### src/rtl/ifid_stage.sv
// ---------------------------------------------------------------------------
// ifid_stage
//
// Pipeline register between fetch and decode. Each cycle it latches the
// fetched instruction with its PC and PC+1. It also handles stall (hold),
// flush (squash to NOP) and HALT detection. When a HALT enters the pipeline
// it raises halt_fetch so the fetch stage freezes its PC.
//
// Encodings:
//   NOP  = 16'h0800
//   HALT = any instruction with instr[15:11] == 5'b00000
//
// Ports:
//   clk          in   1   clock, all state updates on the rising edge
//   rst          in   1   synchronous, active-high reset
//   instr_in     in  16   instruction from fetch
//   pc_in        in  16   PC of instr_in
//   pcplus1_in   in  16   PC+1 of instr_in
//   stall        in   1   hold all register contents
//   flush        in   1   squash the latched instruction (taken branch/jump)
//   instr_out    out 16   instruction to decode
//   pc_out       out 16   latched PC
//   pcplus1_out  out 16   latched PC+1
//   valid_out    out  1   instr_out is a real instruction, not a bubble
//   halt_fetch   out  1   freezes the fetch-stage PC
//   stall_cnt    out 16   stalled-cycle counter (0 unless IFID_PERF_CNT_EN)
//   flush_cnt    out 16   flush counter        (0 unless IFID_PERF_CNT_EN)
//
// Build option:
//   IFID_PERF_CNT_EN  when defined, builds the saturating stall/flush
//                     counters. When undefined, both outputs are tied to 0.
// ---------------------------------------------------------------------------
module ifid_stage (
    input  logic        clk,
    input  logic        rst,
    input  logic [15:0] instr_in,
    input  logic [15:0] pc_in,
    input  logic [15:0] pcplus1_in,
    input  logic        stall,
    input  logic        flush,
    output logic [15:0] instr_out,
    output logic [15:0] pc_out,
    output logic [15:0] pcplus1_out,
    output logic        valid_out,
    output logic        halt_fetch,
    output logic [15:0] stall_cnt,
    output logic [15:0] flush_cnt
);

    localparam logic [15:0] NOP = 16'h0800;

    // RUN:    normal loading.
    // DRAIN:  HALT latched; the one instruction fetched after it is dropped.
    // HALTED: frozen until a flush or a reset.
    typedef enum logic [1:0] {
        ST_RUN    = 2'd0,
        ST_DRAIN  = 2'd1,
        ST_HALTED = 2'd2
    } state_e;

    state_e      state_q, state_d;
    logic [15:0] instr_q, instr_d;
    logic [15:0] pc_q, pc_d;
    logic [15:0] pcplus1_q, pcplus1_d;
    logic        valid_q, valid_d;
    logic        halt_q, halt_d;
    logic        in_is_halt;

    assign in_is_halt = (instr_in[15:11] == 5'b00000);

    // Priority: flush > stall > state action. Reset is applied in the
    // register process below.
    always_comb begin
        // NOTE: every signal gets a hold default first. This way, no path
        // through the branches leaves a variable unassigned and infers a latch.
        state_d   = state_q;
        instr_d   = instr_q;
        pc_d      = pc_q;
        pcplus1_d = pcplus1_q;
        valid_d   = valid_q;
        halt_d    = halt_q;

        if (flush) begin
            // A flush squashes the instruction but keeps the PCs. It also
            // cancels any HALT younger than the branch.
            instr_d = NOP;
            valid_d = 1'b0;
            state_d = ST_RUN;
            halt_d  = 1'b0;
        end else if (!stall) begin
            case (state_q)
                ST_RUN: begin
                    instr_d   = instr_in;
                    pc_d      = pc_in;
                    pcplus1_d = pcplus1_in;
                    valid_d   = 1'b1;
                    if (in_is_halt) begin
                        state_d = ST_DRAIN;
                        halt_d  = 1'b1;
                    end
                end
                ST_DRAIN: begin
                    // Fetch advances once more before it sees halt_fetch.
                    // That one post-HALT instruction is discarded here.
                    instr_d = NOP;
                    valid_d = 1'b0;
                    state_d = ST_HALTED;
                end
                ST_HALTED: begin
                    // Hold everything until flush or reset.
                end
                default: begin
                    state_d = ST_RUN;
                end
            endcase
        end
    end

    always_ff @(posedge clk) begin
        // NOTE: sequential state uses non-blocking assignments. All registers
        // then update together from pre-edge values, independent of order.
        if (rst) begin
            state_q   <= ST_RUN;
            instr_q   <= NOP;
            pc_q      <= '0;
            pcplus1_q <= '0;
            valid_q   <= 1'b0;
            halt_q    <= 1'b0;
        end else begin
            state_q   <= state_d;
            instr_q   <= instr_d;
            pc_q      <= pc_d;
            pcplus1_q <= pcplus1_d;
            valid_q   <= valid_d;
            halt_q    <= halt_d;
        end
    end

    assign instr_out   = instr_q;
    assign pc_out      = pc_q;
    assign pcplus1_out = pcplus1_q;
    assign valid_out   = valid_q;
    assign halt_fetch  = halt_q;

`ifdef IFID_PERF_CNT_EN
    logic [15:0] stall_cnt_q, stall_cnt_d;
    logic [15:0] flush_cnt_q, flush_cnt_d;

    // Saturating counters. A stall that coincides with a flush is not
    // counted, because the flush wins.
    always_comb begin
        stall_cnt_d = stall_cnt_q;
        flush_cnt_d = flush_cnt_q;
        if (flush && (flush_cnt_q != 16'hFFFF)) begin
            flush_cnt_d = flush_cnt_q + 16'd1;
        end
        if (stall && !flush && (stall_cnt_q != 16'hFFFF)) begin
            stall_cnt_d = stall_cnt_q + 16'd1;
        end
    end

    always_ff @(posedge clk) begin
        if (rst) begin
            stall_cnt_q <= '0;
            flush_cnt_q <= '0;
        end else begin
            stall_cnt_q <= stall_cnt_d;
            flush_cnt_q <= flush_cnt_d;
        end
    end

    assign stall_cnt = stall_cnt_q;
    assign flush_cnt = flush_cnt_q;
`else
    assign stall_cnt = 16'h0000;
    assign flush_cnt = 16'h0000;
`endif

endmodule
### config.mk
export PLATFORM = sky130hd
export DESIGN_NAME = ifid_stage
export DESIGN_NICKNAME = d
export VERILOG_FILES = /design/src/rtl/ifid_stage.sv
export SDC_FILE = /design/constraint.sdc
export NUM_CORES = 1
export LEC_CHECK = 0
export CORE_MARGIN = 3
export CORE_UTILIZATION = 39
export CTS_CLUSTER_SIZE = 10
export DETAILED_ROUTE_END_ITERATION = 8
export GPL_ROUTABILITY_DRIVEN = 0
export MAX_ROUTING_LAYER = met4
export PLACE_DENSITY = 0.85
export SLEW_MARGIN = 25
export SYNTH_ARGS = -nofsm -noshare
export SYNTH_HDL_FRONTEND = slang
export SYNTH_SLANG_ARGS = --single-unit
### constraint.sdc
create_clock -name clk -period 2.74 [get_ports clk]
set_input_delay 0.548 -clock clk [delete_from_list [all_inputs] [get_ports clk]]
set_output_delay 0.548 -clock clk [all_outputs]
set_load 0.01 [all_outputs]
==> run metrics <==
synth unique cells=20; CTS clk-pin slew, worst paths=~0.09 ns; antenna viol nets, final=0; die height=between 70 and 80 um; crit path max fanout=32; Starting Density=40.8%; max cap viols=0; Slew @ Worst Pin=0.555 ns; routed vias=1935; crit path launch type=input port; fmax=0.541 GHz; Port Buffers=slightly above 100; top-area cell type share of the netlist area=49.7%; setup bufs post-CTS=0; Total Power=between 1.5 and 2 mW; ant diodes=0; area leader, netlist=dfxtp_1; Residual DRC=0; Net Sw Frac=approximately a quarter; total global routing overflow=0; global-route wire length before repair=8330 um; Hold/Removal Path Class=flop to flop; power density cells=approximately 500 mW/mm2; Clock Power Share=32.7%; register area share after synthesis=49.7%; H-tree Lvls=2; TritonCTS clock tree=done; core area=0.00514 mm2; post-DP HPWL=about 4000 um; CTS Buf Count=5; synthesis warning total=0; Total Wirelength=~5400 um; Setup WS pre-CTS=0.580 ns; outcome=complete, no violations; I/O Pins=134; Final Hold Viols=0; Mapped Area=0.00210 mm2; vias per inst=4.53; DRT iter0 DRCs=between 70 and 80; Tcrit/Tclk final=67.4%; relative slew slack=62.7%; Layout fillers=470; Synth Area per Inst=8.00 um2; worst setup margin=slightly below 0.9 ns; Longest Clk Path Bufs=2; mean routed wirelength per cell=12.6 um; crit path DAT=around 2 ns; Int Pwr=roughly 1.2 mW; Die X=79.3 um; Leak=1.17 nW; final core utilization=between 60% and 70%; Comb power frac=roughly 16%; sw power=0.366 mW; ratio of cells with drive above 1 in the final layout=4.20%; Pre-antenna DRT Iters=4; Post-CTS Resized=0; Syn-to-layout area delta=49.1%; TNS Setup=0 ns; CTS Root Cell=clkbuf_8; Worst-Skew Late Latency=0.29 ns; initial antenna violation count=0; RSZ-0062 raised after global routing=false; setup violators final=0; power share of the sequential group=51.2%; Worst Path Required=2.91 ns; final worst path period need=between 1.5 and 2 ns; row count=26; Nets=408; vias in the first global route=1751; setup skew after layout=0.00837 ns; number of buffers inserted by hold repair at cts=0; largest net degree at the start of global routing=33; Sink Count=52; fin. max-slew vios=0; synthesized instance count=262; DIE AREA=0.00629 mm2; total track usage=17.1%; WS Path Type=input port to flop; VDD IR-drop max=0.214 mV; largest cells by area after synthesis=dfxtp_1 (50%), nand2_1 (14%), a21oi_1 (12%); Synth Register Bits=52; Setup crit end kind=flop
-- critical path: stages --
cell and delay, ns:
clkdlybuf4s50_1 0.54, or4_1 0.51, buf_4 0.24, nand2_1 0.10, a21oi_1 0.07
-- synthesized netlist by cell type --
cell	number
nor3b_1	1
clkbuf_1	9
buf_4	32
dfxtp_1	52
nor2_2	1
a21oi_1	49
inv_1	1
buf_6	3
or4_1	1
nor4_1	2
buf_2	5
nor4_2	1
a22oi_1	1
o21bai_1	1
nand2_1	80
or2_2	2
o21ai_0	1
conb_1	1
nand3_1	15
nor2_1	4
-- through the flow --
stage | hold slack (ns) | std cells | cell area (um2)
after global routing | 0.474 | 427 | 3120
after CTS | 0.457 | 427 | 3120
after global placement | 0.437 | 419 | 3020
after floorplan | 0.476 | 293 | 2210
final | 0.454 | 427 | 3120
after detailed placement | 0.445 | 419 | 3020
-- sequential cells by signal, indices dropped and copies added (netlist names) --
signal and cells:
pc_out 16, pcplus1_out 16, halt_fetch 1, valid_out 1, state_q 2, instr_out 16
-- layout make-up --
cell class	count	area, um2	share of cell area (%)
Clock buffer	6	72.6	2.32
Timing Repair Buffer	105	1040	33.3
Clock inverter	2	35.0	1.12
Inverter	1	3.75	0.120
Sequential cell	52	1040	33.3
Tap cell	70	87.6	2.80
Multi-Input combinational cell	191	843	27.0
-- worst paths after layout --
| check | depth (start not counted) | endpoint | slack (ns) | from |
|---|---|---|---|---|
| hold reg to reg | 2 | instr_out[9]$_SDFFE_PP0P_ | 0.45 | instr_out[9]$_SDFFE_PP0P_ |
| setup / recovery | 5 | pc_out[10]$_SDFFE_PP0P_ | 0.89 | stall |
| setup reg to reg | 4 | pc_out[10]$_SDFFE_PP0P_ | 1.27 | state_q[1]$_SDFFE_PP0P_ |
| hold / removal | 2 | instr_out[9]$_SDFFE_PP0P_ | 0.45 | instr_out[9]$_SDFFE_PP0P_ |
-- cells by family (layout without fill, tap and decap cells) --
logic type	after synthesis	after routing	share of synthesized area, %
compound gates	52	52	12.7
simple gates	107	107	21.4
buf+inv	50	114	16.1
other cells	1	32	0.179
flops	52	52	49.7
-- power groups by stage --
| stage | combinational [mW] | sequential (mW) | clock, mW |
|---|---|---|---|
| after global routing | 0.273 | 0.804 | 0.561 |
| after global placement | 0.247 | 0.816 | 0 |
| after CTS | 0.252 | 0.800 | 0.530 |
| after floorplan | 0.124 | 0.831 | 0 |
| after detailed placement | 0.251 | 0.817 | 0 |
| final | 0.251 | 0.800 | 0.510 |
-- routing by layer --
metal	wire (um)	part of all wire, %	global-route usage, %
met3	463	8.6	5.90
met2	2590	48	27.3
met5	0	0	-
met4	39	0.73	5.67
met1	2270	42	20.2
-- cells in the final DEF (no fill, tap or decap) --
master	instances
a21oi_1	49
a22oi_1	1
buf_4	4
bufinv_16	1
clkbuf_1	1
clkbuf_8	5
clkdlybuf4s50_1	101
clkinv_2	1
conb_1	32
dfxtp_1	52
inv_1	1
nand2_1	80
nand3_1	15
nor2_1	4
nor2_2	1
nor3b_1	1
nor4_1	2
nor4_4	1
o21ai_0	1
o21bai_1	1
or2_2	2
or4_1	1
Note: power is estimated with default switching activity, not from simulation.
